$ cat src/rtl/uart_ram_dumper.sv
// Streams a range of RAM words out to the UART TX byte interface, least-significant byte first.
// Define UART_DUMP_CHECKSUM_EN to append a two's-complement checksum byte after the data.
module uart_ram_dumper #(
  parameter int ADDR_LEN = 14,
  parameter int XLEN     = 32
) (
  input  logic                clk,
  input  logic                rstb,
  input  logic                dump_start,
  input  logic [ADDR_LEN-1:0] dump_base_addr,
  input  logic [ADDR_LEN:0]   dump_len,
  output logic                dump_busy,
  output logic                dump_done,
  output logic                ram_rd_en,
  output logic [ADDR_LEN-1:0] ram_addr,
  input  logic [XLEN-1:0]     ram_rd_data,
  output logic                uart_tx_valid,
  output logic [7:0]          uart_tx_data,
  input  logic                uart_tx_ready
);

  localparam int BYTES  = XLEN / 8;
  localparam int BIDX_W = (BYTES > 1) ? $clog2(BYTES) : 1;

  typedef enum logic [2:0] {
    S_IDLE,
    S_RD_REQ,
    S_RD_WAIT,
    S_SEND,
`ifdef UART_DUMP_CHECKSUM_EN
    S_CKSUM,
`endif
    S_DONE
  } state_t;

  state_t                    r_state;
  state_t                    w_next;
  logic [ADDR_LEN-1:0]       r_addr;
  logic [ADDR_LEN-1:0]       r_ram_addr;
  logic [ADDR_LEN:0]         r_count;
  logic [BYTES-1:0][7:0]     r_word;
  logic [BIDX_W-1:0]         r_byte_idx;
  logic                      w_hs;
  logic                      w_last_byte;
  logic                      w_last_word;
`ifdef UART_DUMP_CHECKSUM_EN
  logic [7:0]                r_sum;
`endif

  assign w_hs        = uart_tx_valid & uart_tx_ready;
  assign w_last_byte = (r_byte_idx == BIDX_W'(BYTES - 1));
  assign w_last_word = (r_count == (ADDR_LEN+1)'(1));

  // NOTE: state and datapath registers use non-blocking assignments so every
  // flop samples pre-edge values regardless of process ordering.
  always_ff @(posedge clk or negedge rstb) begin
    if (!rstb) r_state <= S_IDLE;
    else       r_state <= w_next;
  end

  // NOTE: every combinational output gets a default first, so no path can
  // leave a signal unassigned and infer a latch.
  always_comb begin
    w_next = r_state;
    case (r_state)
      S_IDLE: begin
        if (dump_start) begin
          if (dump_len == '0) begin
`ifdef UART_DUMP_CHECKSUM_EN
            w_next = S_CKSUM;
`else
            w_next = S_DONE;
`endif
          end else begin
            w_next = S_RD_REQ;
          end
        end
      end
      S_RD_REQ:  w_next = S_RD_WAIT;
      S_RD_WAIT: w_next = S_SEND;
      S_SEND: begin
        if (w_hs && w_last_byte) begin
          if (w_last_word) begin
`ifdef UART_DUMP_CHECKSUM_EN
            w_next = S_CKSUM;
`else
            w_next = S_DONE;
`endif
          end else begin
            w_next = S_RD_REQ;
          end
        end
      end
`ifdef UART_DUMP_CHECKSUM_EN
      S_CKSUM: if (w_hs) w_next = S_DONE;
`endif
      S_DONE:  w_next = S_IDLE;
      default: w_next = S_IDLE;
    endcase
  end

  always_comb begin
    dump_busy     = 1'b0;
    dump_done     = 1'b0;
    ram_rd_en     = 1'b0;
    ram_addr      = r_ram_addr;
    uart_tx_valid = 1'b0;
    uart_tx_data  = 8'h00;
    case (r_state)
      S_RD_REQ: begin
        dump_busy = 1'b1;
        ram_rd_en = 1'b1;
        ram_addr  = r_addr;
      end
      S_RD_WAIT: dump_busy = 1'b1;
      S_SEND: begin
        dump_busy     = 1'b1;
        uart_tx_valid = 1'b1;
        uart_tx_data  = r_word[r_byte_idx];
      end
`ifdef UART_DUMP_CHECKSUM_EN
      S_CKSUM: begin
        dump_busy     = 1'b1;
        uart_tx_valid = 1'b1;
        uart_tx_data  = 8'h00 - r_sum;
      end
`endif
      S_DONE:  dump_done = 1'b1;
      default: ;
    endcase
  end

  // Address and count advance only on the final byte handshake of each word,
  // so valid/data stay frozen for the whole of a stall.
  always_ff @(posedge clk or negedge rstb) begin
    if (!rstb) begin
      r_addr     <= '0;
      r_ram_addr <= '0;
      r_count    <= '0;
      r_word     <= '0;
      r_byte_idx <= '0;
`ifdef UART_DUMP_CHECKSUM_EN
      r_sum      <= '0;
`endif
    end else begin
      case (r_state)
        S_IDLE: begin
          if (dump_start) begin
            r_addr  <= dump_base_addr;
            r_count <= dump_len;
`ifdef UART_DUMP_CHECKSUM_EN
            r_sum   <= '0;
`endif
          end
        end
        S_RD_REQ: r_ram_addr <= r_addr;
        S_RD_WAIT: begin
          r_word     <= ram_rd_data;
          r_byte_idx <= '0;
        end
        S_SEND: begin
          if (w_hs) begin
`ifdef UART_DUMP_CHECKSUM_EN
            r_sum <= r_sum + uart_tx_data;
`endif
            if (w_last_byte) begin
              r_count <= r_count - (ADDR_LEN+1)'(1);
              if (!w_last_word) r_addr <= r_addr + ADDR_LEN'(1);
            end else begin
              r_byte_idx <= r_byte_idx + BIDX_W'(1);
            end
          end
        end
        default: ;
      endcase
    end
  end

endmodule
$ cat config.mk
export PLATFORM = sky130hd
export DESIGN_NAME = uart_ram_dumper
export DESIGN_NICKNAME = d
export VERILOG_FILES = /design/src/rtl/uart_ram_dumper.sv
export SDC_FILE = /design/constraint.sdc
export NUM_CORES = 1
export LEC_CHECK = 0
export CORE_MARGIN = 4
export CORE_UTILIZATION = 35
export DETAILED_ROUTE_END_ITERATION = 12
export GPL_ROUTABILITY_DRIVEN = 0
export PLACE_DENSITY = 0.7
export SLEW_MARGIN = 20
export SYNTH_ARGS = -nofsm -noshare
export SYNTH_HDL_FRONTEND = slang
export SYNTH_SLANG_ARGS = --single-unit
export TNS_END_PERCENT = 30
$ cat constraint.sdc
create_clock -name clk -period 2.04 [get_ports clk]
set_input_delay 0.408 -clock clk [delete_from_list [all_inputs] [get_ports clk]]
set_output_delay 0.408 -clock clk [all_outputs]
set_load 0.01 [all_outputs]
* After elaboration in Yosys (flattened, before gate mapping)
Index checks and enable logic that the tools add are counted.
Storage, ports and cells: register bits after elaboration 80, latch bits 0, bits in writable memories 0, bits in read-only memories 0, input bits 65, output and inout bits 26, word-level logic and storage cells 61, memories kept 0
Operators by class: $add $sub $neg 3, $mul 0, div/mod/pow operators 0, $lt $le $gt $ge 1, equal/unequal tests 12, shift-type cells 0, mux-type cells 25, bitwise logic cells 1, reductions and logical operators 10
Operators with widths (number):
- 14-bit 2-to-1 mux | 5
- 15-bit 2-to-1 mux | 3
- 15-bit one-hot mux with 2 select lines | 1
- 14-bit one-hot mux with 2 select lines | 1
- 8-bit binary-select mux with 2-bit select | 1
- 8-bit 2-to-1 mux | 2
- 15-bit by 1-bit equality test with 1-bit output (second input constant) | 1
- 15-bit logical NOT | 1
- 15-bit by 1-bit subtractor with 15-bit output (second input constant) | 1
- 14-bit by 1-bit adder with 14-bit output (second input constant) | 1
- 3-bit 2-to-1 mux | 4
- 2-bit inequality test (second input constant) | 6
- 3-bit one-hot mux with 4 select lines | 1
- 3-bit by 2-bit equality test with 1-bit output (second input constant) | 2
- 5-bit AND reduction | 1
- 1-bit 2-to-1 mux | 4
- 2-bit 2-to-1 mux | 2
- 2-bit one-hot mux with 2 select lines | 1
- 4-bit AND reduction | 1
- 2-bit nonzero test | 2
- 3-bit by 1-bit equality test with 1-bit output (second input constant) | 1
- 3-bit equality test (second input constant) | 1
- 3-bit logical NOT | 1
- 2-bit by 3-bit < comparator with 1-bit output (second input constant) | 1
- other kinds (7) | 7

* Logic depth before layout (Yosys ltp)
Gate-level depths: netlist of the first run.
depth in word-level cells 6, mapped depth 8, mapped depth without buffers 6

* Worst setup path after synthesis of the first run
OpenSTA, ideal clock, no wires.
path kind register to output, start register r_state[1], end output ram_addr[10], arrival 1.880 ns, required time 1.632 ns, path slack -0.248 ns, cell stages (with the launch flop) 5, buffers on the path 2, cells stage by stage dfrtp_1 -> buf_4 -> nor3b_1 -> clkbuf_1 -> mux2_2
Between the ends: longest elaborated chain between the ends 2
Ends and longest elaborated chain:
- start, declared | line 36 | state_t r_state;
- start signal, assigned | line 58 | else r_state <= w_next;
- 3-bit by 1-bit equality test with 1-bit output | line 109 | case (r_state)
- 14-bit 2-to-1 mux | line 109
- end, declared | line 15 | output logic [ADDR_LEN-1:0] ram_addr,
No other way between the ends.

* Final worst setup path of the first run
start register r_state[1], end output ram_addr[0]
Same word-level chain as after synthesis.

==> flow_summary.html, run 1 <==
<table>
<tr><th>Metric</th><th>Value</th></tr>
<tr><th colspan="2">STA</th></tr>
<tr><td>RSZ-0062 raised after global routing</td><td>true</td></tr>
<tr><td>Max-slew violations</td><td>0</td></tr>
<tr><td>Final setup vio count</td><td>27</td></tr>
<tr><td>Max-Slew Margin vs Limit</td><td>65.7%</td></tr>
<tr><td>Number of hold violations in the final report</td><td>0</td></tr>
<tr><td>Worst-Margin Slew</td><td>0.515 ns</td></tr>
<tr><td>Clock period minus final worst setup slack</td><td>2.20 ns</td></tr>
<tr><td>Share of the clock period used by the worst path after layout</td><td>108%</td></tr>
<tr><td>Setup skew after layout</td><td>0.00789 ns</td></tr>
<tr><td>Highest achievable clock rate</td><td>455 MHz</td></tr>
<tr><td>Worst hold slack across all endpoints</td><td>0.498 ns</td></tr>
<tr><td>Fin worst setup slack</td><td>-0.158 ns</td></tr>
<tr><th colspan="2">Global route</th></tr>
<tr><td>Initial antenna violation count</td><td>0</td></tr>
<tr><td>Vias in the first global route</td><td>3893</td></tr>
<tr><td>Wire length of the first global-routing pass</td><td>19400 um</td></tr>
<tr><td>Pin count of the biggest net entering global routing</td><td>56</td></tr>
<tr><td>Remaining Overflow, GRT</td><td>0</td></tr>
<tr><td>Global routing usage summed across all routing layers</td><td>17.1%</td></tr>
<tr><th colspan="2">Final layout</th></tr>
<tr><td>Final-stage net count</td><td>582</td></tr>
<tr><td>Number of antenna cells inserted</td><td>0</td></tr>
<tr><td>Area overhead of the layout relative to synthesis</td><td>44.9%</td></tr>
<tr><td>Number of filler instances in the final layout</td><td>1050</td></tr>
<tr><td>Final standard cell area without fillers</td><td>6170 um^2</td></tr>
<tr><td>Fraction of layout cells with a size suffix above 1</td><td>34.6%</td></tr>
<tr><td>Utilization of the core after routing</td><td>51.6%</td></tr>
<tr><th colspan="2">Yosys</th></tr>
<tr><td>Fraction of synthesis flops using an asynchronous set or reset pin</td><td>100%</td></tr>
<tr><td>Number of enable-type register cells in the synthesized netlist</td><td>0</td></tr>
<tr><td>Register area share after synthesis</td><td>47.0%</td></tr>
<tr><td>Post-synthesis mux area share</td><td>16.9%</td></tr>
<tr><td>Synth cell types</td><td>58</td></tr>
<tr><td>Number of warnings printed during yosys synthesis</td><td>0</td></tr>
<tr><td>Commonest cells in the netlist</td><td>sky130_fd_sc_hd__dfrtp_1 (80), sky130_fd_sc_hd__mux2_2 (47), sky130_fd_sc_hd__nor2_1 (22)</td></tr>
<tr><td>Post-Synth Simple-Gate Area</td><td>14.5%</td></tr>
<tr><td>Adder-cell share of the synthesized area</td><td>1.47%</td></tr>
<tr><td>Synth Instances</td><td>391</td></tr>
<tr><td>Synth area leaders</td><td>sky130_fd_sc_hd__dfrtp_1 (47%), sky130_fd_sc_hd__mux2_2 (12%), sky130_fd_sc_hd__mux4_2 (4.2%)</td></tr>
<tr><td>Syn Nets</td><td>461</td></tr>
<tr><td>Most common flop cell mapped by yosys</td><td>sky130_fd_sc_hd__dfrtp_1</td></tr>
<tr><td>Most frequent cell after synthesis</td><td>sky130_fd_sc_hd__dfrtp_1</td></tr>
<tr><td>Avg Inst Size Synth</td><td>10.9 um^2</td></tr>
<tr><td>Post-synth top area share</td><td>47.0%</td></tr>
<tr><td>Share of the synthesized area in compound gates (AO/OA/AOI/OAI)</td><td>15.6%</td></tr>
<tr><td>Area share of xor/xnor cells in the synthesized design</td><td>0%</td></tr>
<tr><td>Area of the mapped netlist</td><td>4260 um^2</td></tr>
<tr><td>Cell type with the largest total area after synthesis</td><td>sky130_fd_sc_hd__dfrtp_1</td></tr>
<tr><td>Largest family of logic cells by synthesized area</td><td>multiplexers</td></tr>
<tr><td>Flip-flop and latch count after synthesis</td><td>80</td></tr>
<tr><th colspan="2">Floorplan</th></tr>
<tr><td>IO Pins</td><td>91</td></tr>
<tr><td>Overall die area</td><td>14000 um^2</td></tr>
<tr><td>Placeable core region</td><td>12000 um^2</td></tr>
<tr><td>Die X-Extent</td><td>118 um</td></tr>
<tr><td># rows</td><td>40</td></tr>
<tr><td>Initial cell density of the core</td><td>35.6%</td></tr>
<tr><td>Vertical die dimension</td><td>118 um</td></tr>
<tr><th colspan="2">CTS</th></tr>
<tr><td>Clk sink count</td><td>80</td></tr>
<tr><td>CTS tree</td><td>done</td></tr>
<tr><td>Clock Pin Slew Worst Setup and Hold Paths</td><td>0.06 ns</td></tr>
<tr><td>CTS H-tree lvls</td><td>3</td></tr>
<tr><td>Number of buffers created by CTS</td><td>9</td></tr>
<tr><td>Maximum buffer depth of the clock tree</td><td>2</td></tr>
<tr><td>Source-to-sink clock delay at the later pin of the worst-skew pair</td><td>0.34 ns</td></tr>
<tr><td>CTS Root Buffer Type</td><td>sky130_fd_sc_hd__clkbuf_16</td></tr>
<tr><th colspan="2">Critical path</th></tr>
<tr><td>Critical-path top delay cell</td><td>sky130_fd_sc_hd__dfrtp_1</td></tr>
<tr><td>CP Cell Sequence</td><td>nor3b_4 -&gt; buf_6 -&gt; buf_16 -&gt; buf_6 -&gt; mux2_4 -&gt; buf_6</td></tr>
<tr><td>Top cell by count, worst path</td><td>sky130_fd_sc_hd__buf_6</td></tr>
<tr><td>Worst Setup End Kind</td><td>output pin</td></tr>
<tr><td>Class of the most critical setup path</td><td>reg -&gt; out</td></tr>
<tr><td>Crit path max fanout</td><td>7</td></tr>
<tr><td>Worst endpoint data arrival time</td><td>1.79 ns</td></tr>
<tr><td>Data required time of the critical path</td><td>1.63 ns</td></tr>
<tr><td>Crit path largest cell delay</td><td>0.42 ns</td></tr>
<tr><td>Kind of launch point of the worst setup path</td><td>flop</td></tr>
<tr><th colspan="2">Power and ir drop</th></tr>
<tr><td>Maximum VDD drop</td><td>0.000874 V</td></tr>
<tr><td>Net switching power of the design</td><td>3.17 mW</td></tr>
<tr><td>Pwr Density</td><td>1490 nW/um^2</td></tr>
<tr><td>Leak pwr</td><td>2.59 nW</td></tr>
<tr><td>Internal Dissipation</td><td>6.04 mW</td></tr>
<tr><td>Logic gate share of total power</td><td>50.7%</td></tr>
<tr><td>Share of power burned in the clock network</td><td>19.0%</td></tr>
<tr><td>Overall Power</td><td>9.21 mW</td></tr>
<tr><td>Part of the power in registers</td><td>30.3%</td></tr>
<tr><td>Switching share of power</td><td>34.5%</td></tr>
<tr><th colspan="2">Detailed routing</th></tr>
<tr><td>Number of routed nets with antenna violations</td><td>0</td></tr>
<tr><td>Total met2 wirelength after detailed routing</td><td>5720 um</td></tr>
<tr><td>DR vias</td><td>3681</td></tr>
<tr><td>Drt first-iter violations</td><td>193</td></tr>
<tr><td>Wirelength, routed</td><td>11900 um</td></tr>
<tr><td>Wire length on met1</td><td>5220 um</td></tr>
<tr><td>Met3 wire length</td><td>723 um</td></tr>
<tr><td>Number of remaining DRC errors</td><td>0</td></tr>
<tr><td>Via-per-instance ratio</td><td>5.54</td></tr>
<tr><td>Post-detailed-route wirelength per cell</td><td>18.0 um</td></tr>
<tr><td>Detailed Routing Iterations Pass 1</td><td>4</td></tr>
<tr><td>Uppermost routed layer</td><td>met4</td></tr>
<tr><th colspan="2">Place</th></tr>
<tr><td>Placed standard-cell area</td><td>5590 um^2</td></tr>
<tr><td>Half-perimeter wire length after detailed placement</td><td>8270 um</td></tr>
<tr><td># port buffers</td><td>90</td></tr>
<tr><th colspan="2">Hold path</th></tr>
<tr><td>Worst min-delay path category</td><td>reg -&gt; reg</td></tr>
<tr><th colspan="2">Flow run</th></tr>
<tr><td>Maxcap violations</td><td>0</td></tr>
<tr><th colspan="2">Outcome</th></tr>
<tr><td>Violated checks</td><td>negative setup slack</td></tr>
<tr><td>Outcome</td><td>finished with violations</td></tr>
</table>
[state kept, by name, summed over array words and instances (netlist names)]
name,count
r_ram_addr,14
r_state,3
r_byte_idx,2
r_word,32
r_addr,14
r_count,15
[metal layers]
layer,vias to the layer above,global-route usage (%)
met1,1821,21.5
met5,-,0
li1,1722,-
met2,116,28.4
met3,22,4.98
met4,0,5.35
[metrics by stage]
stage	TNS (ns)	cells	setup slack (ns)
finish	-2.55	664	-0.158
global route	-4.06	664	-0.198
CTS	-2.20	662	-0.184
detailed placement	-4.55	638	-0.265
global placement	-3.60	638	-0.227
floorplan	-0.645	391	-0.0855
[power groups by stage]
stage | clock [mW] | sequential (mW) | combinational [mW]
5_1_grt | 1.84 | 2.88 | 5.06
4_1_cts | 1.78 | 2.78 | 4.52
2_1_floorplan | 0 | 2.63 | 2.55
6_report | 1.75 | 2.79 | 4.67
3_5_place_dp | 0 | 2.80 | 4.19
3_3_place_gp | 0 | 2.74 | 4.10
[placed cells by master (no fill, tap or decap), types with 3 or more instances in the layout]
cell and instances:
sky130_fd_sc_hd__a21oi_1 18, sky130_fd_sc_hd__a22oi_1 8, sky130_fd_sc_hd__a31oi_1 4, sky130_fd_sc_hd__and2_4 7
sky130_fd_sc_hd__and3_1 3, sky130_fd_sc_hd__and4_1 3, sky130_fd_sc_hd__buf_12 5, sky130_fd_sc_hd__buf_4 39
sky130_fd_sc_hd__buf_6 24, sky130_fd_sc_hd__clkbuf_16 10, sky130_fd_sc_hd__clkdlybuf4s50_1 63, sky130_fd_sc_hd__clkinv_2 3
sky130_fd_sc_hd__dfrtp_1 79, sky130_fd_sc_hd__ha_1 5, sky130_fd_sc_hd__inv_1 12, sky130_fd_sc_hd__mux2_2 38
sky130_fd_sc_hd__mux2_4 9, sky130_fd_sc_hd__mux4_2 8, sky130_fd_sc_hd__nand2_1 20, sky130_fd_sc_hd__nand3_1 14
sky130_fd_sc_hd__nand4_1 4, sky130_fd_sc_hd__nor2_1 21, sky130_fd_sc_hd__nor3_1 8, sky130_fd_sc_hd__nor4_1 6
sky130_fd_sc_hd__o211ai_1 7, sky130_fd_sc_hd__o21ai_0 16, sky130_fd_sc_hd__o221ai_2 5, sky130_fd_sc_hd__o22ai_1 4
sky130_fd_sc_hd__o2bb2ai_1 6, sky130_fd_sc_hd__or4_4 4
[area by class of cell]
type	instances	area, um^2	share of cell area (%)
repair buffers	140	1390	22.6
clock inverters	6	82.6	1.34
multi-input cells	268	2220	36.0
inverters	13	48.8	0.791
flip-flops and latches	80	2000	32.5
well taps	147	184	2.98
clock buffers	10	239	3.87
[kinds of logic after synthesis]
kind of cell	after synthesis
buf+inv	43
fa+ha+maj	5
simple gates	112
compound gates	95
mux	56
flops	80
[worst paths after layout]
| check | slack [ns] | end | startpoint | cells after the start |
|---|---|---|---|---|
| setup / recovery | -0.16 | ram_addr[0] | r_state[1] | 6 |
| hold / removal | 0.50 | r_ram_addr[3] | r_ram_addr[3] | 1 |
| setup reg to reg | -0.12 | r_addr[10] | r_count[9] | 5 |
| hold reg to reg | 0.50 | r_ram_addr[3] | r_ram_addr[3] | 1 |
| max in group asynchronous | 0.88 | r_byte_idx[1] | rstb | 3 |
| min in group asynchronous | 0.52 | r_word[20] | rstb | 2 |
[critical path, delay by kind of cell (launching register included)]
kind / cells / cell delay [ns]
muxes: 1 / 0.30
buffers and inverters: 4 / 0.51
DFF: 1 / 0.42
and+or+nand+nor: 1 / 0.22
[timing repair]
| item | CTS | global route |
|---|---|---|
| hold buffers | 1 | 0 |
| setup buffers | 6 | 2 |
| gates resized for setup | 131 | 24 |
| gates cloned | 1 | 1 |
| setup endpoints to repair | 41 | 43 |
| hold endpoints to repair | 25 | 0 |
| pin swaps | 11 | 5 |
Note: power is estimated with default switching activity, not from simulation.
==> run 2, diff against run 1 <==
--- a/config.mk
+++ b/config.mk
@@ -9,8 +9,6 @@
 export CORE_UTILIZATION = 35
 export DETAILED_ROUTE_END_ITERATION = 12
 export GPL_ROUTABILITY_DRIVEN = 0
-export PLACE_DENSITY = 0.7
-export SLEW_MARGIN = 20
 export SYNTH_ARGS = -nofsm -noshare
 export SYNTH_HDL_FRONTEND = slang
 export SYNTH_SLANG_ARGS = --single-unit
==> flow_summary.html, run 2 (synthesized netlist as in run 1, its figures left out) <==
<table>
<tr><th>Metric</th><th>Value</th></tr>
<tr><th colspan="2">Outcome</th></tr>
<tr><td>Outcome</td><td>finished with violations</td></tr>
<tr><td>Violated checks</td><td>negative setup slack</td></tr>
<tr><th colspan="2">Critical path</th></tr>
<tr><td>Data required time of the critical path</td><td>1.63 ns (about the same)</td></tr>
<tr><td>Critical-path top delay cell</td><td>sky130_fd_sc_hd__dfrtp_1</td></tr>
<tr><td>Kind of launch point of the worst setup path</td><td>flop</td></tr>
<tr><td>Kind of cell adding the most delay to the critical path</td><td>buffers and inverters</td></tr>
<tr><td>Class of the most critical setup path</td><td>reg -&gt; out</td></tr>
<tr><td>Top cell by count, worst path</td><td>sky130_fd_sc_hd__buf_6</td></tr>
<tr><td>CP Cell Sequence</td><td>nor3b_4 -&gt; buf_6 -&gt; buf_4 -&gt; mux2_4 -&gt; buf_6</td></tr>
<tr><td>Worst path bufs/invs</td><td>3 (-1)</td></tr>
<tr><td>Worst endpoint data arrival time</td><td>1.76 ns (-0.03 ns)</td></tr>
<tr><td>Worst Setup End Kind</td><td>output pin</td></tr>
<tr><td>Crit path largest cell delay</td><td>0.41 ns (about the same)</td></tr>
<tr><td>Crit path max fanout</td><td>8 (+1)</td></tr>
<tr><th colspan="2">Global route</th></tr>
<tr><td>Global routing met2 resource utilization</td><td>28.5% (+0.071 points)</td></tr>
<tr><td>Vias in the first global route</td><td>3958 (+1.7%)</td></tr>
<tr><td>Global routing usage on met3</td><td>6.51% (+1.5 points)</td></tr>
<tr><td>Global routing's busiest layer</td><td>met2</td></tr>
<tr><td>Initial antenna violation count</td><td>0 (unchanged)</td></tr>
<tr><td>Pin count of the biggest net entering global routing</td><td>52 (-7.1%)</td></tr>
<tr><td>Global routing usage summed across all routing layers</td><td>17.5% (+0.41 points)</td></tr>
<tr><td>Remaining Overflow, GRT</td><td>0 (unchanged)</td></tr>
<tr><td>Wire length of the first global-routing pass</td><td>19700 um (+1.4%)</td></tr>
<tr><td>Met1 layer usage reported by global route</td><td>21.9% (+0.44 points)</td></tr>
<tr><th colspan="2">CTS</th></tr>
<tr><td>CTS H-tree lvls</td><td>3 (unchanged)</td></tr>
<tr><td>CTS tree</td><td>done</td></tr>
<tr><td>Maximum buffer depth of the clock tree</td><td>2 (unchanged)</td></tr>
<tr><td>Source-to-sink clock delay at the later pin of the worst-skew pair</td><td>0.35 ns (about the same)</td></tr>
<tr><td>Number of buffers created by CTS</td><td>9 (unchanged)</td></tr>
<tr><td>Clk sink count</td><td>80 (unchanged)</td></tr>
<tr><td>CTS Root Buffer Type</td><td>sky130_fd_sc_hd__clkbuf_16</td></tr>
<tr><td>Clock Pin Slew Worst Setup and Hold Paths</td><td>0.06 ns (about the same)</td></tr>
<tr><th colspan="2">Final layout</th></tr>
<tr><td>Final-stage net count</td><td>583 (+0.17%)</td></tr>
<tr><td>Largest registers</td><td>r_word: 32 flops, r_count: 15 flops</td></tr>
<tr><td>Area overhead of the layout relative to synthesis</td><td>44.5%</td></tr>
<tr><td>Commonest cells after routing, fill and taps aside</td><td>sky130_fd_sc_hd__dfrtp_1 (80), sky130_fd_sc_hd__clkdlybuf4s50_1 (63), sky130_fd_sc_hd__buf_4 (41), sky130_fd_sc_hd__mux2_2 (37), sky130_fd_sc_hd__buf_6 (24)</td></tr>
<tr><td>Fraction of layout cells with a size suffix above 1</td><td>34.4% (-0.26 points)</td></tr>
<tr><td>Non-filler instance count after layout</td><td>665 (+0.15%)</td></tr>
<tr><td>Leading cell type in the layout, fill and taps excluded</td><td>sky130_fd_sc_hd__dfrtp_1</td></tr>
<tr><td>FF/Latch Area</td><td>2000 um^2 (about the same)</td></tr>
<tr><td>Combined area of the multi-input logic cells</td><td>2230 um^2 (+0.51%)</td></tr>
<tr><td>Largest register FFs</td><td>32 (unchanged)</td></tr>
<tr><td>Number of antenna cells inserted</td><td>0 (unchanged)</td></tr>
<tr><td>Most flops, register</td><td>r_word</td></tr>
<tr><td>Number of filler instances in the final layout</td><td>1098 (+4.6%)</td></tr>
<tr><th colspan="2">STA</th></tr>
<tr><td>Final setup vio count</td><td>23 (-15%)</td></tr>
<tr><td>Highest achievable clock rate</td><td>462 MHz (+1.6%)</td></tr>
<tr><td>Setup skew after layout</td><td>0.00829 ns (+0.000400 ns)</td></tr>
<tr><td>Sum Neg Setup Slack</td><td>-1.20 ns (+1.36 ns)</td></tr>
<tr><td>Share of the clock period used by the worst path after layout</td><td>106% (-1.7 points)</td></tr>
<tr><td>Max-Slew Margin vs Limit</td><td>69.1% (+3.5 points)</td></tr>
<tr><td>Worst-Margin Slew</td><td>0.463 ns (-0.0520 ns)</td></tr>
<tr><td>RSZ-0062 raised after global routing</td><td>true</td></tr>
<tr><td>Max-slew violations</td><td>0 (unchanged)</td></tr>
<tr><td>Number of hold violations in the final report</td><td>0 (unchanged)</td></tr>
<tr><td>Clock period minus final worst setup slack</td><td>2.16 ns (-0.0350 ns)</td></tr>
<tr><td>Fin worst setup slack</td><td>-0.123 ns (+0.0350 ns)</td></tr>
<tr><th colspan="2">Detailed routing</th></tr>
<tr><td>Wirelength, routed</td><td>11700 um (-1.6%)</td></tr>
<tr><td>Detailed Routing Iterations Pass 1</td><td>4 (unchanged)</td></tr>
<tr><td>Number of remaining DRC errors</td><td>0 (unchanged)</td></tr>
<tr><td>DR vias</td><td>3656 (-0.68%)</td></tr>
<tr><td>Post-detailed-route wirelength per cell</td><td>17.6 um (-1.8%)</td></tr>
<tr><td>Via-per-instance ratio</td><td>5.50 (-0.83%)</td></tr>
<tr><td>Drt first-iter violations</td><td>281 (+46%)</td></tr>
<tr><td>Number of routed nets with antenna violations</td><td>0 (unchanged)</td></tr>
<tr><th colspan="2">Floorplan</th></tr>
<tr><td>IO Pins</td><td>91 (unchanged)</td></tr>
<tr><td># rows</td><td>40 (unchanged)</td></tr>
<tr><td>Die X-Extent</td><td>118 um (unchanged)</td></tr>
<tr><td>Placeable core region</td><td>12000 um^2 (unchanged)</td></tr>
<tr><td>Vertical die dimension</td><td>118 um (unchanged)</td></tr>
<tr><td>Initial cell density of the core</td><td>35.6% (unchanged)</td></tr>
<tr><td>Overall die area</td><td>14000 um^2 (unchanged)</td></tr>
<tr><th colspan="2">Power and ir drop</th></tr>
<tr><td>Maximum VDD drop</td><td>0.00101 V (+15%)</td></tr>
<tr><td>Pwr Density</td><td>1500 nW/um^2 (+0.15%)</td></tr>
<tr><td>Leak pwr</td><td>2.58 nW (-0.46%)</td></tr>
<tr><th colspan="2">Flow run</th></tr>
<tr><td>Maxcap violations</td><td>0 (unchanged)</td></tr>
<tr><th colspan="2">Place</th></tr>
<tr><td>Half-perimeter wire length after detailed placement</td><td>8170 um (-1.1%)</td></tr>
<tr><td># port buffers</td><td>90 (unchanged)</td></tr>
<tr><td>Number of instances in the placed design</td><td>642 (+0.63%)</td></tr>
<tr><th colspan="2">Hold path</th></tr>
<tr><td>Worst min-delay path category</td><td>in -&gt; async</td></tr>
</table>
==> run 2: cell count changes in the layout (fill, tap and decap cells not counted), moves of 2 or more <==
cell / previous run / this run
sky130_fd_sc_hd__clkbuf_1: 0 / 2
sky130_fd_sc_hd__buf_4: 39 / 41
sky130_fd_sc_hd__nor4_1: 6 / 8
sky130_fd_sc_hd__clkinv_2: 3 / 0
sky130_fd_sc_hd__o21ai_0: 16 / 14
sky130_fd_sc_hd__buf_2: 2 / 5
sky130_fd_sc_hd__clkbuf_8: 1 / 3
sky130_fd_sc_hd__o21ai_1: 1 / 3
==> run 2: worst register-to-register path: stages, from the launching register on <==
cell and delay (ns):
sky130_fd_sc_hd__dfrtp_1 0.38, sky130_fd_sc_hd__or4_4 0.55, sky130_fd_sc_hd__or4_4 0.56, sky130_fd_sc_hd__a21oi_4 0.16, sky130_fd_sc_hd__buf_12 0.16, sky130_fd_sc_hd__o221ai_1 0.11
==> run 2: area by class of cell <==
type,instances,share of cell area [%]
clock buffers,14,4.45
clock inverters,2,0.976
inverters,13,0.793
multi-input cells,268,36.2
flip-flops and latches,80,32.5
well taps,147,2.99
repair buffers,141,22.0
==> run 2: per-stage QoR <==
| step | hold WS (ns) | power, mW | setup WS, ns | area, um^2 | utilization (%) |
|---|---|---|---|---|---|
| after floorplan | 0.112 | 5.18 | -0.0855 | 4290 | - |
| after global placement | 0.391 | 6.95 | -0.275 | 5620 | 47.0 |
| after detailed placement | 0.392 | 7.04 | -0.298 | 5620 | 47.0 |
| after CTS | 0.0147 | 9.20 | -0.207 | 6140 | 51.3 |
| after global routing | 0.0293 | 9.83 | -0.192 | 6150 | 51.4 |
| final | 0.00425 | 9.20 | -0.123 | 6150 | 51.4 |
==> run 2: routing by layer <==
layer	share of wire [%]	wire (um)
met1	44	5130
met2	49	5700
met3	6.3	736
met4	1.4	160
met5	0	0
==> run 2: path summary, 6_finish.rpt <==
kind                                start  slack, ns  cells after the start             end
hold / removal                       rstb      0.004                      1      r_count[4]
setup / recovery               r_state[1]      -0.12                      5     ram_addr[9]
setup reg to reg               r_count[2]      -0.02                      5       r_addr[9]
max in group asynchronous            rstb       1.41                      2      r_word[13]
hold reg to reg            r_ram_addr[12]       0.50                      1  r_ram_addr[12]
min in group clk           r_ram_addr[12]       0.50                      1  r_ram_addr[12]
==> run 2: repair_timing <==
| action | 4_1_cts | 5_1_grt |
|---|---|---|
| endpoints found under the setup margin | 42 | 54 |
| buffers inserted | 8 | 0 |
| gates cloned | 1 | 0 |
| pin swaps | 14 | 4 |
| hold buffers | 0 | 0 |
| hold endpoints to repair | 0 | 0 |
| resized for setup | 141 | 20 |
==> run 2: report_power, final <==
part	switching, mW	internal (mW)
sequential	0.445	2.29
combinational	2.03	2.61
clock	0.641	1.17
total	3.11	6.08
